===== src/rtl/mem_router_nch.sv =====
// Address-decoding router from one host memory port to N_CH targets, with in-order responses via a channel lock.
// Optional watchdog/flush path is enabled with `define MEM_ROUTER_TIMEOUT_EN.
module mem_router_nch #(
   parameter int MEM_W       = 32,
   parameter int N_CH        = 4,
   parameter int SEL_LSB     = 28,
   parameter int MAX_OUTST   = 4,
   parameter int TIMEOUT_CYC = 1024
) (
   input  logic                  clk,
   input  logic                  rst,
   input  logic                  host_req_i,
   input  logic [31:0]           host_addr_i,
   input  logic                  host_we_i,
   input  logic [MEM_W/8-1:0]    host_be_i,
   input  logic [MEM_W-1:0]      host_wdata_i,
   output logic                  host_gnt_o,
   output logic                  host_rvalid_o,
   output logic                  host_err_o,
   output logic [MEM_W-1:0]      host_rdata_o,
   output logic [N_CH-1:0]       tgt_req_o,
   output logic [31:0]           tgt_addr_o,
   output logic                  tgt_we_o,
   output logic [MEM_W/8-1:0]    tgt_be_o,
   output logic [MEM_W-1:0]      tgt_wdata_o,
   input  logic [N_CH-1:0]       tgt_gnt_i,
   input  logic [N_CH-1:0]       tgt_rvalid_i,
   input  logic [N_CH-1:0]       tgt_err_i,
   input  logic [N_CH*MEM_W-1:0] tgt_rdata_i
);

   localparam int CNT_W = $clog2(MAX_OUTST + 1);

   if (N_CH < 1 || N_CH > 16 || MAX_OUTST < 1 || TIMEOUT_CYC < 1) begin : g_bad_cfg
      $error("mem_router_nch: illegal parameter combination");
   end

`ifdef MEM_ROUTER_TIMEOUT_EN
   typedef enum logic [1:0] {IDLE, BUSY, FLUSH} state_e;
   localparam int WD_W = $clog2(TIMEOUT_CYC + 1);
   logic [WD_W-1:0] wd_q, wd_d;
`else
   typedef enum logic [1:0] {IDLE, BUSY} state_e;
`endif

   state_e             state_q, state_d;
   logic [CNT_W-1:0]   outst_cnt_q, outst_cnt_d;
   logic [3:0]         lock_ch_q, lock_ch_d;
   logic               dec_err_pend_q, dec_err_pend_d;
   logic               rvalid_q, rvalid_d;
   logic               err_q, err_d;
   logic [MEM_W-1:0]   rdata_q, rdata_d;

   logic [3:0]         sel;
   logic               mapped, fwd_ok, unmap_ok, sel_gnt;
   logic               acc_map, acc_unmap, rsp_hit;
   logic               lock_rv, lock_err;
   logic [MEM_W-1:0]   lock_rdata;

   assign tgt_addr_o    = host_addr_i;
   assign tgt_we_o      = host_we_i;
   assign tgt_be_o      = host_be_i;
   assign tgt_wdata_o   = host_wdata_i;
   assign host_rvalid_o = rvalid_q;
   assign host_err_o    = err_q;
   assign host_rdata_o  = rdata_q;

   // Decode and channel muxing; only the locked channel's response is ever observed.
   always_comb begin
      sel        = host_addr_i[SEL_LSB+3:SEL_LSB];
      mapped     = int'(sel) < N_CH;
      sel_gnt    = 1'b0;
      lock_rv    = 1'b0;
      lock_err   = 1'b0;
      lock_rdata = '0;
      for (int k = 0; k < N_CH; k++) begin
         if (sel == 4'(k)) begin
            sel_gnt = tgt_gnt_i[k];
         end
         if (lock_ch_q == 4'(k)) begin
            lock_rv    = tgt_rvalid_i[k];
            lock_err   = tgt_err_i[k];
            lock_rdata = tgt_rdata_i[k*MEM_W +: MEM_W];
         end
      end
      fwd_ok = mapped && ((state_q == IDLE) ||
               ((state_q == BUSY) && (sel == lock_ch_q) && (outst_cnt_q < CNT_W'(MAX_OUTST))));
      unmap_ok  = !mapped && (state_q == IDLE) && !dec_err_pend_q;
      acc_map   = host_req_i && fwd_ok && sel_gnt;
      acc_unmap = host_req_i && unmap_ok;
      rsp_hit   = (state_q == BUSY) && lock_rv;
      host_gnt_o = acc_map || acc_unmap;
      tgt_req_o = '0;
      for (int k = 0; k < N_CH; k++) begin
         tgt_req_o[k] = host_req_i && fwd_ok && (sel == 4'(k));
      end
   end

   always_comb begin
      state_d        = state_q;
      outst_cnt_d    = outst_cnt_q;
      lock_ch_d      = lock_ch_q;
      dec_err_pend_d = acc_unmap;
      rvalid_d       = acc_unmap;
      err_d          = acc_unmap;
      rdata_d        = '0;
`ifdef MEM_ROUTER_TIMEOUT_EN
      wd_d = ((state_q == BUSY) && !acc_map && !rsp_hit) ? wd_q + WD_W'(1) : '0;
`endif
      case (state_q)
         IDLE: begin
            if (acc_map) begin
               state_d     = BUSY;
               lock_ch_d   = sel;
               outst_cnt_d = CNT_W'(1);
            end
         end
         BUSY: begin
            if (rsp_hit) begin
               rvalid_d = 1'b1;
               err_d    = lock_err;
               rdata_d  = lock_rdata;
            end
            if (acc_map && !rsp_hit) begin
               outst_cnt_d = outst_cnt_q + CNT_W'(1);
            end else if (!acc_map && rsp_hit) begin
               outst_cnt_d = outst_cnt_q - CNT_W'(1);
               if (outst_cnt_q == CNT_W'(1)) begin
                  state_d = IDLE;
               end
            end
`ifdef MEM_ROUTER_TIMEOUT_EN
            if (!acc_map && !rsp_hit && (wd_q == WD_W'(TIMEOUT_CYC - 1))) begin
               state_d = FLUSH;
            end
         end
         // Drain one synthetic error per outstanding request; real responses are dropped.
         FLUSH: begin
            rvalid_d    = 1'b1;
            err_d       = 1'b1;
            outst_cnt_d = outst_cnt_q - CNT_W'(1);
            if (outst_cnt_q == CNT_W'(1)) begin
               state_d = IDLE;
            end
`endif
         end
         default: state_d = IDLE;
      endcase
   end

   always_ff @(posedge clk or posedge rst) begin
      if (rst) begin
         state_q        <= IDLE;
         outst_cnt_q    <= '0;
         lock_ch_q      <= '0;
         dec_err_pend_q <= 1'b0;
         rvalid_q       <= 1'b0;
         err_q          <= 1'b0;
         rdata_q        <= '0;
`ifdef MEM_ROUTER_TIMEOUT_EN
         wd_q           <= '0;
`endif
      end else begin
         state_q        <= state_d;
         outst_cnt_q    <= outst_cnt_d;
         lock_ch_q      <= lock_ch_d;
         dec_err_pend_q <= dec_err_pend_d;
         rvalid_q       <= rvalid_d;
         err_q          <= err_d;
         rdata_q        <= rdata_d;
`ifdef MEM_ROUTER_TIMEOUT_EN
         wd_q           <= wd_d;
`endif
      end
   end

endmodule

===== config.mk =====
export PLATFORM = sky130hd
export DESIGN_NAME = mem_router_nch
export DESIGN_NICKNAME = d
export VERILOG_FILES = /design/src/rtl/mem_router_nch.sv
export SDC_FILE = /design/constraint.sdc
export NUM_CORES = 1
export LEC_CHECK = 0
export CORE_AREA = 5 5 121 123
export DETAILED_ROUTE_END_ITERATION = 8
export DIE_AREA = 0 0 126 128
export PLACE_DENSITY_LB_ADDON = 0.12
export SYNTH_ARGS = -nofsm -noshare
export SYNTH_HDL_FRONTEND = slang
export SYNTH_SLANG_ARGS = --single-unit

===== constraint.sdc =====
create_clock -name clk -period 2 [get_ports clk]
set_input_delay 0.5 -clock clk [delete_from_list [all_inputs] [get_ports clk]]
set_output_delay 0.5 -clock clk [all_outputs]
set_load 0.02 [all_outputs]

==> results_dict.tcl <==
set metrics [dict create \
    ant_nets 0 \
    routedWlPerCell_um 18.5 \
    vias 3090 \
    fp-row-count 43 \
    clk_pin_slew_ns 0.07 \
    switching_power_mw 2.43 \
    fmax_ghz 0.439 \
    overflow 0 \
    synth.top_cell.area_share_pct 35.6 \
    via_per_inst 4.35 \
    worstMarginPinSlew_ns 0.361 \
    multi_input_area_um2 1420 \
    synth_ff_type "dfrtp_1" \
    placed_area_um2 4810 \
    dp_hpwl_um 10400 \
    holdBufCountCts 0 \
    cts-root-buf "clkbuf_16" \
    hp-class "register to register" \
    report.final.slew_viol_count 0 \
    synthesis.area_um2 3020 \
    critical_path.startpoint_type "register" \
    holdWs_ns 0.544 \
    final_layout_size_suffix_gt1_share_pct 13.2 \
    cts_tree "yes" \
    relSlewSlack_pct 75.9 \
    synth_cell_types 38 \
    synth_edf_count 0 \
    syn_area_per_cell_um2 7.75 \
    clock_latency_ns 0.29 \
    synth.net_count 605 \
    swShare_pct 41.9 \
    skew_ns 0.00497 \
    stdcell_area_um2 5090 \
    ff_latch_area_um2 1080 \
    rsz0062_at_grt "true" \
    syn_inst 390 \
    period_share_pct 114 \
    power.density_nw_per_um2 1140 \
    power_frac_seq_pct 22.3 \
    drc 0 \
    power_mw 5.80 \
    grt_usage_pct 15.5 \
    path_max_fanout 2 \
    drv_cap 0 \
    worst-endpoint-required_ns 1.50 \
    syn_to_final_growth_pct 68.3 \
    fin_nets 746 \
    status "complete, but fails checks" \
    cts_sinks 43 \
    power.share.clock_pct 16.3 \
    leakage_nw 2.15 \
    setup_viol 8 \
    p_comb_share_pct 61.4 \
    min_period_ns 2.28 \
    finalHoldViolations 0 \
    fill_cells 1412 \
    criticalPathCategory "register to primary output" \
    synth_area_leaders "dfrtp_1 (36%), buf_4 (17%), nand2_1 (13%), o21ai_0 (9.3%), a21oi_1 (5.5%)" \
    ys_seq_area_share_pct 35.6 \
    synth_warnings 0 \
    ys_seq_elements 43 \
    clock_path_buffers 2 \
    grt_pass1_vias 3263 \
    grt_max_degree 44 \
    synth-async-reset-ratio_pct 100 \
    antenna_found_initial 0 \
    cts_buffers 5 \
    diodes 0 \
    h-tree-depth 2 \
    fp.coreArea_um2 13600 \
    die_x_um 126 \
    worst_setup_path_end_kind "primary output" \
    violations "setup timing" \
    io_buffer_count 189 \
    drt_iter0_drc 107 \
    ios 320 \
    arrival_ns 1.78 \
    first_pass_iters 5 \
    start_util_pct 22.3 \
    yosysTopAreaCell "dfrtp_1" \
    p_int_mw 3.38 \
    drt-total-wl_um 13200 \
    place_congestion 0.810 \
    ir_worst_vdd_uv 548 \
    fp.dieH_um 128 \
    die-area_um2 16100 \
    setup_ws_ns -0.278 \
    grt_pass1_wl_um 19300 \
]
## area by class of cell
cell class | count | share of cell area (%)
well taps | 180 | 4.43
clock buffers | 5 | 2.46
multi-input cells | 253 | 27.9
flip-flops and latches | 43 | 21.2
inverters | 4 | 0.295
clock inverters | 2 | 0.738
repair buffers | 224 | 43.0
## cell families (layout without fill, tap and decap cells)
group	Yosys count	count (layout)	synth area share, %
and+or+nand+nor	130	130	19.1
DFF	43	43	35.6
AOI/OAI and AO/OA	109	109	19.5
xor gates and xnor gates	3	3	0.869
buffers and inverters	94	235	20.4
muxes	8	8	3.27
adders and majority gates	3	3	1.24
## power groups by stage
stage          clock (mW)  sequential, mW  combinational (mW)
2_1_floorplan           0            1.64                1.70
3_5_place_dp            0            1.30                3.54
5_1_grt              1.02            1.33                3.92
6_report            0.949            1.29                3.56
4_1_cts             0.983            1.30                3.61
3_3_place_gp            0            1.30                3.51
## worst paths after layout
kind / cells past startpoint / startpoint / to / slack (ns)
max in group asynchronous: 3 / rst / host_rdata_o[14] / 1.21
min in group asynchronous: 3 / rst / dec_err_pend_q / 0.56
max: 6 / lock_ch_q[3] / tgt_req_o[0] / -0.28
min reg2reg: 1 / outst_cnt_q[1] / outst_cnt_q[1] / 0.54
min: 1 / outst_cnt_q[1] / outst_cnt_q[1] / 0.54
max reg2reg: 9 / lock_ch_q[3] / outst_cnt_q[2] / -0.11
## through the flow
step	TNS (ns)	setup WS [ns]	utilization (%)	cells
floorplan	0	0.0408	-	390
global placement	-9.82	-1.02	35.5	699
detailed placement	-10.77	-1.09	35.5	699
CTS	-1.37	-0.300	37.3	711
global route	-2.07	-0.360	37.5	711
finish	-1.49	-0.278	37.5	711
## cells in the mapped netlist, types with 2 or more instances
library cell	instances
nand2_1	103
nand2b_1	2
mux2i_1	2
nor3_1	2
nor2b_1	6
dfrtp_1	43
buf_2	4
a21oi_1	33
buf_4	69
xnor2_1	3
o21ai_1	12
and2_1	2
o21ai_0	56
nand3b_1	2
inv_1	4
nor2_1	4
clkbuf_1	17
ha_1	3
mux2_2	4
## timing repair
item,4_1_cts,5_1_grt
cloned,0,0
buffers inserted,6,2
endpoints found under the setup margin,16,11
pin swaps,7,5
resized for setup,55,10
## sequential cells by signal (all words and copies together) (netlist names)
signal / cells
host_rdata_o: 32
lock_ch_q: 4
outst_cnt_q: 3
dec_err_pend_q: 1
host_err_o: 1
host_rvalid_o: 1
state_q: 1
## worst max-delay path, stage by stage, from the launching register on
cell and delay [ns]:
dfrtp_1 0.41, nor4b_4 0.29, and4_4 0.25, a21o_1 0.11, nor2b_4 0.16, nor2b_4 0.15, buf_6 0.12
## layout by cell type (no fill, tap or decap), types with 3 or more instances in the layout
master / instances
clkdlybuf4s50_1: 174
nand2_1: 102
o21ai_0: 56
dfrtp_1: 43
a21oi_1: 33
buf_4: 29
o21ai_1: 12
dlygate4sd2_1: 9
buf_6: 8
clkbuf_16: 5
nor2b_1: 4
inv_1: 3
mux2_4: 3
ha_1: 3
## per-layer routing
layer | global-route usage (%) | part of all wire (%)
met2 | 29.1 | 54
met3 | 5.50 | 8.0
met5 | 0 | 0
met4 | 5.49 | 2.5
met1 | 16.0 | 35
No activity file was read; power rests on OpenSTA's default activity.
